`src/rtl/xadc_drp_scanner.sv`:
```
// DRP read master for the XADC: on each end-of-conversion it reads the current
// channel, averages 2^AVG_LOG2 readings and publishes one 12-bit result per channel.
module xadc_drp_scanner #(
   parameter int unsigned          NUM_CH   = 4,
   parameter logic [7*NUM_CH-1:0]  CH_ADDRS = {7'h19, 7'h18, 7'h10, 7'h11},
   parameter int unsigned          AVG_LOG2 = 2,
   parameter int unsigned          TIMEOUT  = 255
) (
   input  logic                   CLK100MHZ,
   input  logic                   RST,
   input  logic                   eoc,
   input  logic                   drdy,
   input  logic [15:0]            do_in,
   output logic [6:0]             daddr,
   output logic                   den,
   output logic                   dwe,
   output logic [12*NUM_CH-1:0]   ch_data,
   output logic [NUM_CH-1:0]      ch_valid,
   output logic                   timeout_err
);

   localparam int unsigned AW  = 12 + AVG_LOG2;
   localparam int unsigned CW  = AVG_LOG2 + 1;
   localparam int unsigned CIW = (NUM_CH > 1) ? $clog2(NUM_CH) : 1;
   localparam int unsigned TW  = 8;
   localparam logic [CW-1:0] LAST_CNT  = CW'((1 << AVG_LOG2) - 1);
   localparam logic [CIW-1:0] LAST_CH  = CIW'(NUM_CH - 1);
   localparam logic [TW-1:0] LAST_TICK = TW'(TIMEOUT - 1);

   typedef enum logic [1:0] {IDLE, REQ, WAIT} state_t;

   state_t           state;
   logic [CIW-1:0]   ch_idx;
   logic [AW-1:0]    acc;
   logic [CW-1:0]    cnt;
   logic [TW-1:0]    tcnt;

   logic [11:0]      sample_c;
   logic [AW-1:0]    sum_c;
   logic [11:0]      avg_c;
   logic [6:0]       cur_addr_c;
   logic             unused_lsbs;

   assign dwe         = 1'b0;
   assign sample_c    = do_in[15:4];
   assign unused_lsbs = ^do_in[3:0];
   assign sum_c       = acc + AW'(sample_c);
   assign avg_c       = 12'(sum_c >> AVG_LOG2);

   // DRP address of the channel currently being scanned
   always_comb begin
      cur_addr_c = CH_ADDRS[6:0];
      for (int i = 0; i < NUM_CH; i++) begin
         if (ch_idx == CIW'(i)) cur_addr_c = CH_ADDRS[7*i +: 7];
      end
   end

   always_ff @(posedge CLK100MHZ or posedge RST) begin
      if (RST) begin
         state       <= IDLE;
         ch_idx      <= '0;
         daddr       <= CH_ADDRS[6:0];
         den         <= 1'b0;
         ch_data     <= '0;
         ch_valid    <= '0;
         timeout_err <= 1'b0;
         acc         <= '0;
         cnt         <= '0;
         tcnt        <= '0;
      end else begin
         den      <= 1'b0;
         ch_valid <= '0;
         case (state)
            IDLE: begin
               if (eoc) begin
                  state <= REQ;
                  den   <= 1'b1;
                  daddr <= cur_addr_c;
                  tcnt  <= '0;
               end
            end
            REQ: state <= WAIT;
            WAIT: begin
               // drdy takes priority over a timeout expiring in the same cycle
               if (drdy) begin
                  state <= IDLE;
                  if (cnt == LAST_CNT) begin
                     for (int i = 0; i < NUM_CH; i++) begin
                        if (ch_idx == CIW'(i)) begin
                           ch_data[12*i +: 12] <= avg_c;
                           ch_valid[i]         <= 1'b1;
                        end
                     end
                     acc    <= '0;
                     cnt    <= '0;
                     ch_idx <= (ch_idx == LAST_CH) ? '0 : ch_idx + 1'b1;
                  end else begin
                     acc <= sum_c;
                     cnt <= cnt + 1'b1;
                  end
               end else if (tcnt == LAST_TICK) begin
                  timeout_err <= 1'b1;
                  state       <= IDLE;
               end else begin
                  tcnt <= tcnt + 1'b1;
               end
            end
            default: state <= IDLE;
         endcase
      end
   end

endmodule

```
`config.mk`:
```
export PLATFORM = sky130hd
export DESIGN_NAME = xadc_drp_scanner
export DESIGN_NICKNAME = d
export VERILOG_FILES = /design/src/rtl/xadc_drp_scanner.sv
export SDC_FILE = /design/constraint.sdc
export NUM_CORES = 1
export LEC_CHECK = 0
export BUFFER_PORTS_ARGS = -buffer_cell sky130_fd_sc_hd__clkbuf_2
export CORE_AREA = 2 2 86 88
export DETAILED_ROUTE_END_ITERATION = 16
export DIE_AREA = 0 0 88 90
export PLACE_DENSITY = 0.93
export SLEW_MARGIN = 20
export SYNTH_ARGS = -nofsm -noshare
export SYNTH_HDL_FRONTEND = slang
export SYNTH_SLANG_ARGS = --single-unit
```
`constraint.sdc`:
```
create_clock -name CLK100MHZ -period 5.3 [get_ports CLK100MHZ]
set_input_delay 1.06 -clock CLK100MHZ [delete_from_list [all_inputs] [get_ports CLK100MHZ]]
set_output_delay 1.06 -clock CLK100MHZ [all_outputs]
set_load 0.02 [all_outputs]
```
# Word-level counts from Yosys, hierarchy flattened
# Cells that the tools add are included.
# op_classes
n_reduce_logical	13
n_bitwise	1
addsub	4
n_eq_ne	11
muxes	23
# op_table
operator	n
8-bit two-way mux	3
4-bit AND reduction	5
4-bit two-way mux	4
8-bit case mux with 2 select lines	1
14-bit by 12-bit adder with 14-bit output	1
14-bit two-way mux	1
8-bit by 1-bit adder with 8-bit output (second input constant)	1
8-bit == test (second input constant)	1
2-bit two-way mux	4
1-bit two-way mux	7
7-bit two-way mux	1
2-bit == test (second input constant)	3
2-bit inequality test (second input constant)	3
2-bit case mux with 3 select lines	1
2-bit AND reduction	3
3-bit AND reduction	2
2-bit by 1-bit == test with 1-bit output (second input constant)	2
2-bit zero test	2
3-bit by 1-bit adder with 3-bit output (second input constant)	1
3-bit by 2-bit == test with 1-bit output (second input constant)	1
3-bit two-way mux	1
3-bit inequality test (second input constant)	1
2-bit by 1-bit adder with 2-bit output (second input constant)	1
2-bit nonzero test	1
1-bit NOT	1
# word_totals
ff_bits	90
word_cells	65

# Logic depth before layout (Yosys ltp)
# depth
depth_word	5
depth_mapped	9
mapped_depth_nobuf	9

# Least setup slack after synthesis
# OpenSTA, ideal clock, no wires.
# synth_path
path_type	input -> register
from	input do_in[4]
to	register ch_data[10]
slack_ps	2400
required_ps	5235
path_stages	9
arrival_ps	2836
path_cell_list	ha_1 > inv_1 > fa_1 > nor2b_4 > o31a_1 > o31a_1 > or4_4 > nand3_2 > mux2_2
# synth_between
elab_chain_cells	1
# synth_rtl
element	line	rtl
start, declared	13	input logic [15:0] do_in,
14-bit by 12-bit adder with 14-bit output	47	assign sum_c = acc + AW'(sample_c);
end signal, assigned by index	90	ch_data[12*i +: 12] <= avg_c;
end, declared	17	output logic [12*NUM_CH-1:0] ch_data,
# Every way passes these cells.
# A chain may end at the register's enable or synchronous reset.

# Worst setup path in the final report
# layout_path
from	input drdy
to	register ch_data[6]
# layout_between
elab_chain_cells	1
# layout_rtl
element	line	rtl
start, declared	12	input logic drdy,
4-bit AND reduction (no source line)	--	
# Every way passes these cells.

==> flow_metrics.tcl <==
set metrics [dict create \
    layout_common_cells "dfrtp_1 (84), clkbuf_2 (71), nand2_1 (41), mux2_2 (32), o21ai_0 (29)" \
    swShare_pct 41.6 \
    dpl_cell_area_um2 4430 \
    fmaxAchievable_mhz 323 \
    vias_per_cell 5.48 \
    dp_hpwl_mm 6.34 \
    antenna_left 0 \
    cts_root_buffer "clkbuf_8" \
    finalHoldViolations 0 \
    yosysWarnings 0 \
    ir_worst_vdd_v 0.000238 \
    ff2ff_setup_slack_ns 2.36 \
    die_h_um 90 \
    max_stage_delay_ns 0.58 \
    drt_iter0_markers 118 \
    final.setup_skew_ns 0.0118 \
    ioPinCount 82 \
    tightest_slew_ns 0.684 \
    ys_seq_area_share_pct 53.0 \
    finalNonFillerCells 532 \
    postCtsHoldBufs 0 \
    die-width_um 88 \
    grt_pass1_wl_mm 14.6 \
    hold_depth 2 \
    ys_top_cells_by_area "dfrtp_1 (52%), mux2_2 (9.0%), ha_1 (5.9%), nand2_1 (3.8%), o21ai_0 (3.6%)" \
    rows 31 \
    avgSynthCellArea_um2 11.2 \
    synthCells 358 \
    clockPowerShare_pct 18.8 \
    netlist_area_um2 4020 \
    dr.pass1.iters 5 \
    synth_edf_count 0 \
    p_sw_mw 1.02 \
    leakage_nw 2.38 \
    clk_pin_slew_ns 0.08 \
    cts_resized 0 \
    cts_htree_levels 3 \
    final_common_cell "dfrtp_1" \
    cp_top_family "simple AND/OR/NAND/NOR gates" \
    cts_made_buffers 9 \
    clk_latency_ns 0.36 \
    core_um2 7020 \
    p_seq_share_pct 39.0 \
    rsz0062_at_grt "no" \
    grt_pass1_vias 2977 \
    share_comb_of_total_power_pct 42.2 \
    tritoncts "done" \
    fin_crit_ns 3.10 \
    synth-async-reset-ratio_pct 100 \
    overflow 0 \
    maxCapViolCount 0 \
    die_area_um2 7920 \
    min_path_type "reg -> reg" \
    track_usage_pct 23.9 \
    p_per_area_nw_per_um2 528 \
    setup_viol 0 \
    cp_num_buf_inv 2 \
    synth_top_area_share_pct 52.3 \
    wl_per_cell_um 16.5 \
    yosysTopAreaCell "dfrtp_1" \
    cts_sinks 85 \
    ys_types 50 \
    min_to "daddr[0]" \
    slew_viol_final 0 \
    drc 0 \
    clk_path_buf_depth 2 \
    start_util_pct 57.2 \
    fin_crit_sh_pct 58.4 \
    worst_r2r_path_depth 5 \
    worstSetupPathType "in -> reg" \
    fin_nets 469 \
    relSlewSlack_pct 53.7 \
    cts.repair_timing.setup_buffer_count 0 \
    n_antenna_cell 0 \
    ys.flop_type "dfrtp_1" \
    timing.rr.start "state[1]" \
    dp_cells 517 \
    cp_max_fo 17 \
    final_cell_area_um2 4630 \
    worstSetupEndpointType "flip-flop" \
    final.setup.tns_ns 0 \
    start_kind "primary input" \
    grt_max_degree 51 \
    drive_above_1_share_pct 29.8 \
    power.internal_mw 1.43 \
    outcome "finished, final reports clean" \
    io_buffer_count 71 \
    cp.arrival_ns 3.34 \
    hold_start "daddr[0]" \
    place_congestion 0.909 \
    r2r_end "ch_data[6]" \
    ys_ff_latch 85 \
    antenna_found_initial 0 \
    path_cells "clkbuf_2, nand3_1, nor2_1, nand2_1, clkinv_1, mux2_2" \
    slowest_stage "nor2_1" \
    critical_path_required_ns 5.54 \
    area_growth_pct 15.2 \
    vias 2915 \
    wl_mm 8.77 \
]
[worst register-to-register path: stages (launching register included)]
cell	delay, ns
dfrtp_1	0.57
nand3_1	0.59
nor2_1	0.59
nand2_1	0.41
clkinv_1	0.31
mux2_2	0.36
[metal layers]
metal / wire (um) / global-route usage, % / share of wire, % / vias up
met2: 4420 / 39.5 / 50 / 92
met1: 3710 / 30.2 / 42 / 1420
li1: - / - / - / 1380
met5: 0 / 0 / 0 / -
met3: 338 / 4.04 / 3.9 / 23
met4: 302 / 11.3 / 3.4 / 0
[flip-flops by register name, summed over array words and instances, names as in the netlist]
name	flops
acc	14
cnt	3
timeout_err	1
ch_valid	4
den	1
ch_idx	2
state	2
daddr	2
tcnt	8
ch_data	48
[synthesized netlist by cell type, drive strengths merged, types with 6 or more instances]
| cell type | instances |
|---|---|
| dfrtp | 84 |
| nand2 | 41 |
| mux2 | 32 |
| o21ai | 31 |
| ha | 19 |
| nor2 | 15 |
| a21oi | 13 |
| inv | 12 |
| nand3 | 10 |
| xor2 | 9 |
| buf | 8 |
| clkbuf | 8 |
| a22o | 7 |
| nand2b | 6 |
| xnor2 | 6 |
[power groups by stage]
stage,Clock [mW],Sequential [mW],Combinational (mW)
after floorplan,0,1.06,0.622
after global placement,0,0.946,0.970
after detailed placement,0,0.962,1.02
after CTS,0.466,0.951,1.03
after global routing,0.492,0.975,1.15
final,0.459,0.953,1.03
[worst max path at each step]
stage / startpoint / endpoint / cells after the start
4_1_cts: drdy / ch_data[6] / 6
6_report: drdy / ch_data[6] / 6
5_1_grt: drdy / ch_data[8] / 6
3_5_place_dp: drdy / ch_data[7] / 6
3_3_place_gp: drdy / ch_data[10] / 6
2_1_floorplan: RST / acc[0] / 1
[layout make-up]
class	instances	area, um2
clock buffers	9	124
clock inverters	6	71.3
fillers	550	2390
inverters	16	61.3
multi-input cells	245	1760
flip-flops and latches	85	2130
well taps	99	124
repair buffers	72	363
[stage by stage]
stage / util, % / hold WS [ns] / total power [mW] / worst slack [ns]
after CTS: 65.9 / 0.486 / 2.45 / 2.21
after floorplan: - / 0.443 / 1.68 / 2.05
after global placement: 63.2 / 0.454 / 1.92 / 1.93
after detailed placement: 63.2 / 0.470 / 1.99 / 1.83
after global routing: 65.9 / 0.503 / 2.61 / 1.91
final: 65.9 / 0.483 / 2.44 / 2.20
[logic make-up (layout without fill, tap and decap cells)]
kind of cell	after synthesis	in the layout	share of synthesized area, %
buffers and inverters	32	103	3.67
other	2	6	0.187
XOR/XNOR	15	15	3.27
AO/OA/AOI/OAI	72	72	11.7
adder cells (fa/ha/maj)	20	20	6.41
multiplexers	34	34	9.46
flip-flops	85	85	53.0
AND/OR/NAND/NOR	98	98	12.4
No activity file was read; power rests on OpenSTA's default activity.
